$ cat src/rtl/mips_pkg.sv
// rtl/mips_pkg.sv - shared fetch/decode types, widths and opcode/func constants
package mips_pkg;
  localparam int ADDR_W  = 32;
  localparam int INSTR_W = 32;
  localparam int JTGT_W  = 26;

  typedef enum logic [1:0] {IDLE, FETCH, HOLD, KILL} fetch_state_t;

  localparam logic [5:0] OP_SPECIAL = 6'h00;
  localparam logic [5:0] OP_J       = 6'h02;
  localparam logic [5:0] OP_JAL     = 6'h03;
  localparam logic [5:0] OP_BEQ     = 6'h04;
  localparam logic [5:0] OP_BNE     = 6'h05;
  localparam logic [5:0] OP_ADDIU   = 6'h09;
  localparam logic [5:0] OP_LW      = 6'h23;
  localparam logic [5:0] OP_SW      = 6'h2B;

  localparam logic [5:0] FN_JR      = 6'h08;
  localparam logic [5:0] FN_ADDU    = 6'h21;
  localparam logic [5:0] FN_SUBU    = 6'h23;
  localparam logic [5:0] FN_AND     = 6'h24;
  localparam logic [5:0] FN_OR      = 6'h25;
  localparam logic [5:0] FN_SLT     = 6'h2A;
endpackage

$ cat src/rtl/fetch_ifid_reg.sv
// rtl/fetch_ifid_reg.sv - IF/ID output register with a one-entry skid buffer
module fetch_ifid_reg
  import mips_pkg::*;
(
  input  logic               clk,
  input  logic               rst_n,
  input  logic               load,
  input  logic [INSTR_W-1:0] load_instr,
  input  logic [ADDR_W-1:0]  load_pc4,
  input  logic               stall,
  input  logic               flush,
  output logic               valid,
  output logic [INSTR_W-1:0] instr,
  output logic [ADDR_W-1:0]  pc4
);
  logic               skid_valid;
  logic [INSTR_W-1:0] skid_instr;
  logic [ADDR_W-1:0]  skid_pc4;
  logic               free;

  assign free = !valid || !stall;

  always_ff @(posedge clk or negedge rst_n) begin
    if (!rst_n) begin
      valid      <= 1'b0;
      instr      <= '0;
      pc4        <= '0;
      skid_valid <= 1'b0;
      skid_instr <= '0;
      skid_pc4   <= '0;
    end else if (flush) begin
      valid      <= 1'b0;
      skid_valid <= 1'b0;
    end else if (free) begin
      // the skid word is older than anything arriving now, so it drains first
      if (skid_valid) begin
        valid      <= 1'b1;
        instr      <= skid_instr;
        pc4        <= skid_pc4;
        skid_valid <= 1'b0;
      end else if (load) begin
        valid <= 1'b1;
        instr <= load_instr;
        pc4   <= load_pc4;
      end else begin
        valid <= 1'b0;
      end
    end else if (load) begin
      skid_valid <= 1'b1;
      skid_instr <= load_instr;
      skid_pc4   <= load_pc4;
    end
  end
endmodule

$ cat src/rtl/fetch_stage.sv
// rtl/fetch_stage.sv - PC, fetch FSM and imem handshake feeding the IF/ID register
// Defining FETCH_PERF_EN adds the perf_fetched/perf_stall counters.
module fetch_stage
  import mips_pkg::*;
#(
  parameter logic [31:0] RESET_PC = 32'h0000_0000,
  parameter int          ADDR_W   = 32
) (
  input  logic               clk,
  input  logic               rst_n,
  output logic               imem_req,
  output logic [ADDR_W-1:0]  imem_addr,
  input  logic               imem_ready,
  input  logic [INSTR_W-1:0] imem_rdata,
  input  logic               stall_in,
  input  logic               jal,
  input  logic [JTGT_W-1:0]  jal_target,
  output logic               valid_out,
  output logic [INSTR_W-1:0] instr_out,
  output logic [ADDR_W-1:0]  pc_plus4_out
`ifdef FETCH_PERF_EN
  ,
  output logic [31:0]        perf_fetched,
  output logic [31:0]        perf_stall
`endif
);
  localparam logic [ADDR_W-1:0] START_PC = {RESET_PC[ADDR_W-1:2], 2'b00};

  fetch_state_t      state, state_n;
  logic [ADDR_W-1:0] pc, pc_n, tgt, tgt_n, target, pc_inc;
  logic              beat, redirect, load;

  assign imem_req  = (state == FETCH) || (state == KILL);
  assign imem_addr = pc;
  assign beat      = imem_req && imem_ready;
  assign redirect  = jal && valid_out && !stall_in;
  assign target    = {pc_plus4_out[ADDR_W-1:ADDR_W-4], jal_target, 2'b00};
  assign pc_inc    = pc + ADDR_W'(4);

  always_ff @(posedge clk or negedge rst_n) begin
    if (!rst_n) begin
      state <= IDLE;
      pc    <= START_PC;
      tgt   <= START_PC;
    end else begin
      state <= state_n;
      pc    <= pc_n;
      tgt   <= tgt_n;
    end
  end

  always_comb begin
    state_n = state;
    pc_n    = pc;
    tgt_n   = tgt;
    load    = 1'b0;
    case (state)
      IDLE: state_n = FETCH;
      FETCH: begin
        if (redirect) begin
          // an unanswered request must complete at its old address before retargeting
          if (beat) begin
            pc_n = target;
          end else begin
            tgt_n   = target;
            state_n = KILL;
          end
        end else if (beat) begin
          load = 1'b1;
          pc_n = pc_inc;
          if (valid_out && stall_in) state_n = HOLD;
        end
      end
      HOLD: begin
        if (redirect) begin
          pc_n    = target;
          state_n = FETCH;
        end else if (!stall_in) begin
          state_n = FETCH;
        end
      end
      KILL: begin
        if (beat) begin
          pc_n    = tgt;
          state_n = FETCH;
        end
      end
      default: state_n = IDLE;
    endcase
  end

  fetch_ifid_reg u_ifid (
    .clk        (clk),
    .rst_n      (rst_n),
    .load       (load),
    .load_instr (imem_rdata),
    .load_pc4   (pc_inc),
    .stall      (stall_in),
    .flush      (redirect),
    .valid      (valid_out),
    .instr      (instr_out),
    .pc4        (pc_plus4_out)
  );

`ifdef FETCH_PERF_EN
  always_ff @(posedge clk or negedge rst_n) begin
    if (!rst_n) begin
      perf_fetched <= '0;
      perf_stall   <= '0;
    end else begin
      if (beat) perf_fetched <= perf_fetched + 32'd1;
      if (valid_out && stall_in) perf_stall <= perf_stall + 32'd1;
    end
  end
`endif
endmodule

$ cat config.mk
export PLATFORM = sky130hd
export DESIGN_NAME = fetch_stage
export DESIGN_NICKNAME = d
export VERILOG_FILES = /design/src/rtl/mips_pkg.sv /design/src/rtl/fetch_ifid_reg.sv /design/src/rtl/fetch_stage.sv
export SDC_FILE = /design/constraint.sdc
export NUM_CORES = 1
export LEC_CHECK = 0
export CORE_ASPECT_RATIO = 1.2
export CORE_MARGIN = 2
export CORE_UTILIZATION = 35
export DETAILED_ROUTE_END_ITERATION = 8
export GPL_TIMING_DRIVEN = 0
export HOLD_SLACK_MARGIN = 0.1
export PLACE_DENSITY_LB_ADDON = 0.1
export RECOVER_POWER = 25
export SYNTH_ARGS = -nofsm -noshare
export SYNTH_HDL_FRONTEND = slang
export SYNTH_SLANG_ARGS = --single-unit
$ cat constraint.sdc
create_clock -name clk -period 3.1 [get_ports clk]
set_input_delay 0.62 -clock clk [delete_from_list [all_inputs] [get_ports clk]]
set_output_delay 0.62 -clock clk [all_outputs]
set_load 0.01 [all_outputs]
# Word level (Yosys, flattened, before mapping)
# Cells that the tools add are included.
totals:
  in_bits: 63
  ff_bits: 194
  output_inout_bits: 98
op_classes:
  eq_ne: 10
  bitwise: 3
  add_sub_neg: 1
  n_reduce_logical: 18
  muxes: 28
ops:
  columns: ["operator", "count"]
  rows:
  - ["$mux W32", 9]
  - ["$pmux W32 S3", 1]
  - ["$add A32 B3 Y32 const B", 1]
  - ["$mux W2", 7]
  - ["$mux W1", 10]
  - ["$ne A3 B3 Y1 const B", 3]
  - ["$reduce_and A3 Y1", 3]
  - ["$pmux W2 S4", 1]
  - ["$ne A2 B2 Y1 const B", 3]
  - ["$reduce_bool A3 Y1", 2]
  - ["$reduce_and A5 Y1", 1]
  - ["$eq A2 B2 Y1 const B", 2]
  - ["$logic_and A1 B1 Y1", 4]
  - ["$reduce_and A4 Y1", 1]
  - ["$reduce_bool A2 Y1", 2]
  - ["$ne A3 B2 Y1 const B", 1]
  - ["$not A1 Y1", 3]
  - ["$eq A2 B1 Y1 const B", 1]
  - ["$logic_not A1 Y1", 2]
  - ["$logic_not A2 Y1", 1]
  - ["$logic_or A1 B1 Y1", 2]

# Logic depth before layout (Yosys ltp)
# Gate-level depths: netlist of the first run.
depth:
  word_depth: 10
  depth_mapped: 7
  mapped_depth_nobuf: 6

# By module
# A second synthesis of the first run with hierarchy kept.
hier_totals:
  cells_unflattened: 778
  area_unflattened_um2: 9585.4
modules_own_cells:
  columns: ["mod", "cells_each", "area_each_um2", "instances"]
  rows:
  - ["fetch_ifid_reg", 348, 5595.4, 1]
  - ["fetch_stage", 430, 3990.1, 1]

# Least setup slack after synthesis of the first run
# Ideal clock, no wire load.
synth_timing:
  kind: "flip-flop to flip-flop"
  startpoint: "reg pc[14] (netlist: imem_addr[14])"
  endpoint: "reg pc[30] (netlist: imem_addr[30])"
  path_buffers: 1
  setup_slack_ns: 0.820
  required_time_ns: 3.018
  setup_ns: 0.082
  stages_incl_launch_ff: 7
  t_arrival_ns: 2.198
  cell_sequence: "dfrtp_1 -> nand3_2 -> or4_4 -> buf_6 -> or4_4 -> o31a_1 -> o22ai_1"
synth_via:
  elab_chain_cells: 4
synth_rtl:
  columns: ["element", "line", "rtl"]
  rows:
  - ["start: declaration", "fetch_stage.sv:30", "logic [ADDR_W-1:0] pc, pc_n, tgt, tgt_n, target, pc_inc;"]
  - ["start signal: assignment", "fetch_stage.sv:47", "pc <= pc_n;"]
  - ["$add A32 B3 Y32", "fetch_stage.sv:38", "assign pc_inc = pc + ADDR_W'(4);"]
  - ["$mux W32", "fetch_stage.sv:68", "end else if (beat) begin"]
  - ["$mux W32", "fetch_stage.sv:60", "if (redirect) begin"]
  - ["$pmux W32 S3", "fetch_stage.sv:57", "case (state)"]
# No other way between the ends. The select of a mux whose other input is x is not followed.
# A chain may end at the register's enable or synchronous reset.

# Worst setup path after layout of the first run
layout_timing:
  startpoint: "in imem_ready"
  endpoint: "reg u_ifid.pc4[23]"
layout_via:
  elab_chain_cells: 6
layout_rtl:
  columns: ["element", "line", "rtl"]
  rows:
  - ["start: declaration", "fetch_stage.sv:13", "input logic imem_ready,"]
  - ["$logic_and A1 B1 Y1", "fetch_stage.sv:35", "assign beat = imem_req && imem_ready;"]
  - ["$mux W1", "fetch_stage.sv:68", null]
  - ["$mux W1", "fetch_stage.sv:60", null]
  - ["$mux W1", "fetch_stage.sv:57", null]
  - ["$reduce_bool A2 Y1 (no source line)", null, null]
  - ["$reduce_and A3 Y1 (no source line)", null, null]
  - ["end signal: assignment", "fetch_ifid_reg.sv:39", "pc4 <= skid_pc4;"]
  - ["end signal: assignment", "fetch_ifid_reg.sv:44", "pc4 <= load_pc4;"]
  - ["end: declaration", "fetch_ifid_reg.sv:14", "output logic [ADDR_W-1:0] pc4"]
# No other way between the ends.

==> results of run 1 <==
-- metrics by stage --
stage               cell area [um^2]   TNS, ps  hold slack [ps]  std cells  setup WS (ps)
global route                   11600         0              504       1385           75.4
finish                         11600         0              476       1385            260
global placement               11000  -1339180              455       1352          -7060
floorplan                       8990         0              324        866            820
CTS                            11600         0              167       1385            199
detailed placement             11000    -13940              463       1353           -530
-- worst paths after layout --
| check | start | endpoint | slack, ps | cells past startpoint |
|---|---|---|---|---|
| min in group asynchronous | rst_n | u_ifid.instr[4] | 740 | 1 |
| hold reg to reg | u_ifid.skid_pc4[16] | u_ifid.skid_pc4[16] | 480 | 2 |
| max in group asynchronous | rst_n | imem_addr[6] | 960 | 2 |
| setup / recovery | imem_ready | u_ifid.pc4[23] | 260 | 8 |
| hold / removal | u_ifid.skid_pc4[16] | u_ifid.skid_pc4[16] | 480 | 2 |
| setup reg to reg | state[1] | u_ifid.pc4[23] | 410 | 7 |
-- layer usage --
layer / vias up / global-route usage / wire length (um)
met5: - / 0 / 0
met4: 0 / 0.0426 / 270
met3: 17 / 0.0299 / 1050
met2: 198 / 0.339 / 13200
met1: 3514 / 0.274 / 12300
li1: 3454 / - / -
-- worst max-delay path: cells and delay by family --
kind | cells | cell delay [ps]
AOI/OAI and AO/OA | 2 | 580
buffers and inverters | 4 | 1690
and+or+nand+nor | 2 | 300
-- Yosys cell counts (5+ instances only) --
cell      number
buf_4          7
mux2i_1       45
clkbuf_1      45
buf_6          5
and2_1         5
o21ai_0      110
nor2_1        31
o22ai_1       10
dfrtp_1      188
buf_1          5
and4_1         6
mux2_2        72
nand3_1       22
o31a_1         7
xnor2_1       17
and3_1         5
xor2_1         5
nor3_1        24
nor4_1         8
a31oi_1        6
nand2_1      103
a22oi_1       15
a21oi_1       34
inv_1         20
nand4_1        6
-- cells by family after synthesis --
group,Yosys count,synth area share
other,1,0.000418
XOR/XNOR,22,0.0215
multiplexers,117,0.140
flip-flops,188,0.524
AND/OR/NAND/NOR,230,0.123
buffers and inverters,83,0.0419
adder cells (fa/ha/maj),1,0.00139
AO/OA/AOI/OAI,221,0.148
-- state kept, by name, indices dropped and copies added (netlist names) --
register,flops
u_ifid.instr,32
u_ifid.skid_instr,32
imem_addr,30
tgt,30
u_ifid.pc4,30
u_ifid.skid_pc4,30
state,2
u_ifid.skid_valid,1
u_ifid.valid,1
-- cell usage in the layout, fill, tap and decap left out, types with 6 or more instances in the layout --
cell type	n
nand2_1	103
clkbuf_16	17
a31oi_1	6
inv_1	20
nand4_1	6
o31a_1	7
nor4_1	8
a22oi_1	15
clkbuf_1	46
o21ai_0	110
o22ai_1	10
nor2_1	31
clkdlybuf4s50_1	155
buf_4	7
and4_1	6
a21oi_1	34
xnor2_1	17
nor3_1	24
mux2i_1	45
dfrtp_1	188
nand3_1	22
mux2_2	72
-- cell type report --
cell class | count | area [um^2] | area share
plain buffers | 63 | 302 | 0.0260
clock buffers | 18 | 429 | 0.0371
clock inverters | 14 | 161 | 0.0139
inverters | 20 | 75.1 | 0.00648
multi-input cells | 595 | 3910 | 0.338
flip-flops and latches | 188 | 4700 | 0.406
well taps | 330 | 413 | 0.0357
repair buffers | 157 | 1580 | 0.137
-- report_power, final --
group	total (mW)	switching (mW)	internal, mW
clock network	2.25	1.04	1.21
registers	4.33	0.795	3.54
logic	4.33	2.17	2.16
total	10.9	4.01	6.91
-- timing repair --
| action | 4_1_cts | 5_1_grt |
|---|---|---|
| endpoints found under the hold margin | 0 | 0 |
| gates resized for setup | 1 | 0 |
| hold buffers | 0 | 0 |
| endpoints found under the setup margin | 10 | 0 |
==> flow_summary.yaml, run 1 <==
cells_and_area:
  num_antenna_cells: 0
  drive_gt1_frac: 0.124
  nNetsFinal: 1106
  syn_to_final_growth_pct: 29.0
  final_util: 0.456
  nFillCells: 2478
setup_path:
  timing.critical_path.required_ps: 3440
  cp.arrival_ps: 3180
  worstSetupStartpointType: "input pin"
  crit_top_cell: "clkbuf_1"
  path_class: "in2reg"
  cpPeakStageDelay_ps: 530
  critical_path.max_fanout: 10
  crit_path_cell_trace: "clkdlybuf4s50_1 > and3b_1 > clkbuf_1 > o21ai_2 > clkbuf_1 > buf_1 > nand2_1 > o21ai_0"
  cp_slowest_cell: "clkbuf_1"
  end_kind: "flip-flop"
yosys:
  synth_top_area_cell: "dfrtp_1"
  ys_seq_area_frac: 0.524
  avgSynthCellArea_um2: 10.4
  ys_seq_elements: 188
  syn-cell-area_mm2: 0.00898
  yosysWarnings: 0
  ys_dominant_reg_cell: "dfrtp_1"
  async_flop_share: 1.00
  synth_area_leaders: "dfrtp_1, mux2_2, o21ai_0"
  yosysTopAreaCellShare: 0.524
  syn_inst: 863
  synth_edf_count: 0
  yosysUniqueCellTypes: 57
clock_tree:
  tritoncts: "yes"
  clk_pin_slew_ps: 70
  post_cts_buffers: 0
  cts_root_buf: "clkbuf_16"
  clk_latency_ps: 430
  clkSinkCount: 188
  cts_buffer_depth: 2
  htree_levels: 4
  cts_buffers: 17
sta:
  period_needed_ps: 2840
  rsz0062_at_grt: "no"
  max_slew_margin: -0.338
  timing.fmax_ghz: 0.352
  slew_violations: 73
  clock_skew_ps: 13.5
  setup_viol: 0
  hold_viol: 0
  period_share: 0.916
  tightest_slew_ps: 2010
detailed_routing:
  wl_um: 26800
  via_per_inst: 5.19
  drt_pre_antenna_iters: 4
  drtIter0Drc: 413
  final_antenna_net_count: 0
  wl_per_cell_um: 19.3
  drc_errors: 0
  via_count: 7183
global_route:
  grt_pass1_wl_um: 41700
  grt_max_degree: 117
  grt-ovfl-total: 0
  grt_pass1_vias: 7032
  antenna_found_initial: 0
  grt_use_total: 0.201
placement:
  dp_hpwl_um: 19700
  portBuffers: 156
  gp_congestion: 0.828
floorplanning:
  die_y_um: 179
  fp-row-count: 64
  initial_core_util: 0.354
  dieArea_mm2: 0.0270
  io_pins: 161
  coreArea_mm2: 0.0254
  die_width_um: 150
pwr:
  power_mw: 10.9
  p_per_area_mw_per_mm2: 943
  ir_drop_v: 0.000408
  p_leak_nw: 4.79
status:
  status: "complete, but fails checks"
  violations: "capacitance limit, slew limit"
min_path:
  hold_path.class: "reg2reg"
flow_run:
  drv_cap: 1
No activity file was read; power rests on OpenSTA's default activity.
==> run 2: changes to the inputs <==
Settings changed: CORE_MARGIN 2 to 3.
==> run 2 against run 1 <==
- the run still ends with capacitance limit, slew limit left
- register-to-register slack is essentially flat
- design area hardly changed
- critical path depth unchanged
- fmax fell by 0.22%
- count of clock-buffer cells in the layout down 1
- sequential share of layout area barely moved
- highest routed layer unchanged
==> flow_summary.yaml, run 2 (synthesized netlist as in run 1, its figures left out) <==
global_route:
  antenna_found_initial: 0
  grt-ovfl-total: 0
  grt_use_total: 0.191
  grt_pass1_vias: 7037
  grt_max_degree: 103
  grt_pass1_wl_um: 41400
sta:
  finalWorstSetupSlack_ps: 254
  setup_viol: 0
  period_share: 0.918
  slew_violations: 102
  clock_skew_ps: 17.1
  rsz0062_at_grt: "no"
  period_needed_ps: 2850
  fin_hold_ws_ps: 476
  timing.fmax_ghz: 0.351
  hold_viol: 0
  tightest_slew_ps: 2430
  max_slew_margin: -0.621
pwr:
  swShare: 0.367
  p_int_mw: 6.92
  pwr-share-comb: 0.397
  ir_drop_v: 0.000413
  p_seq_frac: 0.394
  power_mw: 10.9
  p_leak_nw: 4.80
  p_clk_frac: 0.209
  p_switching_mw: 4.01
  p_per_area_mw_per_mm2: 944
clock_tree:
  cts_root_buf: "clkbuf_16"
  ctsHoldBuffers: 0
  post_cts_buffers: 0
  htree_levels: 4
  clkSinkCount: 188
  cts_buffer_depth: 2
  tritoncts: "yes"
  clk_latency_ps: 440
  cts_buffers: 17
  cts.repair.resized: 1
  clk_pin_slew_ps: 70
setup_path:
  worstSetupStartpointType: "input pin"
  critical_path.max_fanout: 10
  cp.arrival_ps: 3200
  crit_top_cell: "clkbuf_1"
  cp_slowest_cell: "clkbuf_1"
  timing.critical_path.required_ps: 3460
  crit_path_cell_trace: "clkdlybuf4s50_1 > and3b_1 > clkbuf_1 > o21ai_2 > clkbuf_1 > buf_1 > nand2_1 > o21ai_0"
  path_class: "in2reg"
  end_kind: "flip-flop"
  cpPeakStageDelay_ps: 550
cells_and_area:
  syn_to_final_growth_pct: 29.1
  final_cell_area_mm2: 0.0116
  layout_commonest_cell: "dfrtp_1"
  num_antenna_cells: 0
  largestRegisters: "u_ifid.instr x32, u_ifid.skid_instr x32"
  final_util: 0.464
  drive_gt1_frac: 0.125
  nNetsFinal: 1106
  nFillCells: 2404
  mostFrequentLayoutCells: "dfrtp_1, clkdlybuf4s50_1, o21ai_0"
detailed_routing:
  wl_met1_um: 12000
  via_per_inst: 5.21
  top_layer_used: "met4"
  wl_per_cell_um: 19.3
  via_count: 7190
  final_antenna_net_count: 0
  dr_wl_met2_um: 13100
  drt_pre_antenna_iters: 7
  wl_um: 26600
  drtIter0Drc: 355
  drc_errors: 0
  wl_met3_um: 1110
floorplanning:
  fp-row-count: 63
  coreArea_mm2: 0.0250
  dieArea_mm2: 0.0276
  initial_core_util: 0.359
  die_y_um: 181
  die_width_um: 152
  io_pins: 161
placement:
  dp_hpwl_um: 19700
  placed_cell_area_mm2: 0.0110
  gp_congestion: 0.815
  post-place-ws_ps: -532
  portBuffers: 156
min_path:
  hold_path.class: "reg2reg"
status:
  violations: "capacitance limit, slew limit"
  status: "complete, but fails checks"
flow_run:
  drv_cap: 1
## run 2: cell count changes in the layout (fill, tap and decap cells not counted), sizes merged
cell and delta:
clkinvlp -1, inv +2, clkbuf -2, buf +1
## run 2: layer usage
layer	vias to the layer above	track usage
li1	3444	-
met1	3531	0.256
met2	190	0.323
met3	25	0.0343
met4	0	0.0432
met5	-	0
## run 2: through the flow
step / TNS (ps) / instances
floorplan: 0 / 866
global placement: -1325320 / 1347
detailed placement: -14270 / 1348
CTS: 0 / 1380
global route: 0 / 1380
finish: 0 / 1380
## run 2: power by group through the flow
| stage | registers (mW) | logic, mW | clock network (mW) |
|---|---|---|---|
| 6_report | 4.31 | 4.34 | 2.28 |
| 5_1_grt | 4.45 | 4.77 | 2.43 |
| 4_1_cts | 4.31 | 4.40 | 2.34 |
| 3_5_place_dp | 4.36 | 4.38 | 0 |
| 3_3_place_gp | 4.33 | 4.34 | 0 |
| 2_1_floorplan | 4.40 | 2.20 | 0 |
## run 2: final timing paths
kind | end | depth (start not counted) | startpoint | slack (ps)
min reg2reg | u_ifid.instr[19] | 2 | u_ifid.instr[19] | 480
min | u_ifid.instr[19] | 2 | u_ifid.instr[19] | 480
max reg2reg | u_ifid.pc4[26] | 7 | state[1] | 410
max in group asynchronous | tgt[9] | 1 | rst_n | 720
max | u_ifid.pc4[26] | 8 | imem_ready | 250
min in group asynchronous | u_ifid.skid_instr[4] | 1 | rst_n | 890
## run 2: critical path, delay by kind of cell
family	cells	cell delay [ps]
AOI/OAI and AO/OA	2	570
buffers and inverters	4	1700
and+or+nand+nor	2	310
## run 2: layout make-up
type,instances,area (um^2),share of cell area
tap,325,407,0.0351
multi-input combinational,595,3910,0.338
inverter,20,75.1,0.00648
buffer,63,302,0.0260
sequential,188,4700,0.406
clock inverter,15,178,0.0153
clock buffer,17,425,0.0367
timing repair buffer,157,1580,0.137
==> run 3: changes to the inputs <==
Settings changed: CORE_MARGIN 3 to 10.
Clock period 3.1 ns to 2.48 ns, I/O delays scaled along.
==> run 3 against run 2 <==
- the flow now finishes without violations
- largest power group unchanged
- critical path depth shrank 1
- critical endpoint is now imem_addr[27]
- die area grew 18%
- global-route usage shrank 2.1 points
- power grew 25%
- setup slack lost 180 ps
- non-clock buffer count grew 3
- clock skew shrank 1.4 ps
- design area grew 0.76%
- sequential power grew 25%
- combinational power grew 27%
- sequential cell count is the same
==> flow_summary.yaml, run 3 (synthesized netlist as in run 1, its figures left out) <==
sta:
  timing.fmax_ghz: 0.416
  hold_viol: 0
  finalWorstSetupSlack_ps: 75.8
  setup_viol: 0
  tightest_slew_ps: 1230
  slew_violations: 0
  period_needed_ps: 2400
  period_share: 0.969
  max_slew_margin: 0.178
  rsz0062_at_grt: "yes"
  clock_skew_ps: 15.8
  fin_setup_tns_ps: 0
setup_path:
  cp.arrival_ps: 2770
  cpPeakStageDelay_ps: 550
  crit_top_cell: "or4_4"
  crit_path_cell_trace: "buf_4 > nand3_2 > or4_4 > buf_6 > or4_4 > o31a_1 > o22ai_1"
  cp_slowest_cell: "or4_4"
  end_kind: "flip-flop"
  critical_path.max_fanout: 10
  path_class: "reg2reg"
  timing.critical_path.required_ps: 2850
  worstSetupStartpointType: "flip-flop"
global_route:
  grt_max_degree: 107
  grt_pass1_vias: 7237
  grt_use_total: 0.169
  antenna_found_initial: 0
  grt-ovfl-total: 0
  grt_pass1_wl_um: 43400
placement:
  gp_congestion: 0.804
  post-place-ws_ps: -1050
  portBuffers: 156
  placed_cell_area_mm2: 0.0110
  dp_hpwl_um: 21000
  dp.cells: 1353
status:
  status: "completed"
floorplanning:
  die_y_um: 195
  initial_core_util: 0.354
  die_width_um: 166
  io_pins: 161
  dieArea_mm2: 0.0325
  coreArea_mm2: 0.0254
  fp-row-count: 64
detailed_routing:
  via_per_inst: 5.24
  final_antenna_net_count: 0
  wl_per_cell_um: 20.2
  via_count: 7267
  drtIter0Drc: 448
  drc_errors: 0
  drt_pre_antenna_iters: 5
  wl_um: 28000
cells_and_area:
  layout_commonest_cell: "dfrtp_1"
  final_cell_area_mm2: 0.0117
  final_util: 0.460
  syn_to_final_growth_pct: 30.0
  mostFrequentLayoutCells: "dfrtp_1, clkdlybuf4s50_1, o21ai_0"
  nNetsFinal: 1109
  drive_gt1_frac: 0.147
  fin_cells: 1388
  num_antenna_cells: 0
  largestRegisters: "u_ifid.instr x32, u_ifid.skid_instr x32"
clock_tree:
  cts_buffers: 17
  cts_buffer_depth: 2
  cts_root_buf: "clkbuf_16"
  tritoncts: "yes"
  clk_latency_ps: 440
  htree_levels: 4
  clk_pin_slew_ps: 80
  clkSinkCount: 188
min_path:
  hold_path.class: "reg2reg"
flow_run:
  drv_cap: 0
pwr:
  ir_drop_v: 0.000571
  p_per_area_mw_per_mm2: 1170
  p_leak_nw: 4.83
[run 3: report_power, final]
part / internal (mW) / leakage (nW) / switching (mW)
logic: 2.74 / 2.22 / 2.79
clock network: 1.47 / 0.282 / 1.30
registers: 4.43 / 2.33 / 0.963
total: 8.64 / 4.83 / 5.05
[run 3: per-layer routing]
metal,part of all wire,routed length [um],vias up,track usage
met5,0,0,-,0
met4,0.022,621,0,0.0621
met3,0.041,1150,34,0.0319
met2,0.49,13600,188,0.283
met1,0.45,12700,3582,0.213
li1,-,-,3463,-
[run 3: cell type report]
cell class	count	area (um^2)
Buffer	62	308
Clock buffer	19	453
Timing Repair Buffer	161	1620
Inverter	20	75.1
Multi-Input combinational cell	595	3960
Fill cell	2408	13700
Sequential cell	188	4710
Clock inverter	13	131
Tap cell	330	413
[run 3: stage by stage]
step / power (mW) / hold slack [ps]
after floorplan: 8.24 / 200
after global placement: 10.9 / 454
after detailed placement: 11.0 / 463
after CTS: 13.8 / 480
after global routing: 14.6 / 503
final: 13.7 / 475
[run 3: critical path, delay by kind of cell, from the launching register on]
family	cells	cell delay, ps
AND/OR/NAND/NOR	3	1210
AO/OA/AOI/OAI	2	450
flip-flops	1	350
buffers and inverters	2	320
[run 3: path summary, 6_finish.rpt]
check	startpoint	end	slack [ps]	cells after the start
min in group asynchronous	rst_n	u_ifid.instr[3]	870	2
max	imem_addr[7]	imem_addr[27]	80	7
min	u_ifid.skid_pc4[16]	u_ifid.skid_pc4[16]	470	2
min reg2reg	u_ifid.skid_pc4[16]	u_ifid.skid_pc4[16]	470	2
max in group asynchronous	rst_n	imem_addr[16]	380	3
max reg2reg	imem_addr[7]	imem_addr[27]	80	7
[run 3: repair_timing]
action / CTS / global route
hold buffers: 1 / 0
gates resized for setup: 9 / 19
pin swaps: 0 / 0
endpoints found under the setup margin: 73 / 42
gates cloned: 0 / 0
hold endpoints to repair: 31 / 0
buffers inserted: 0 / 3
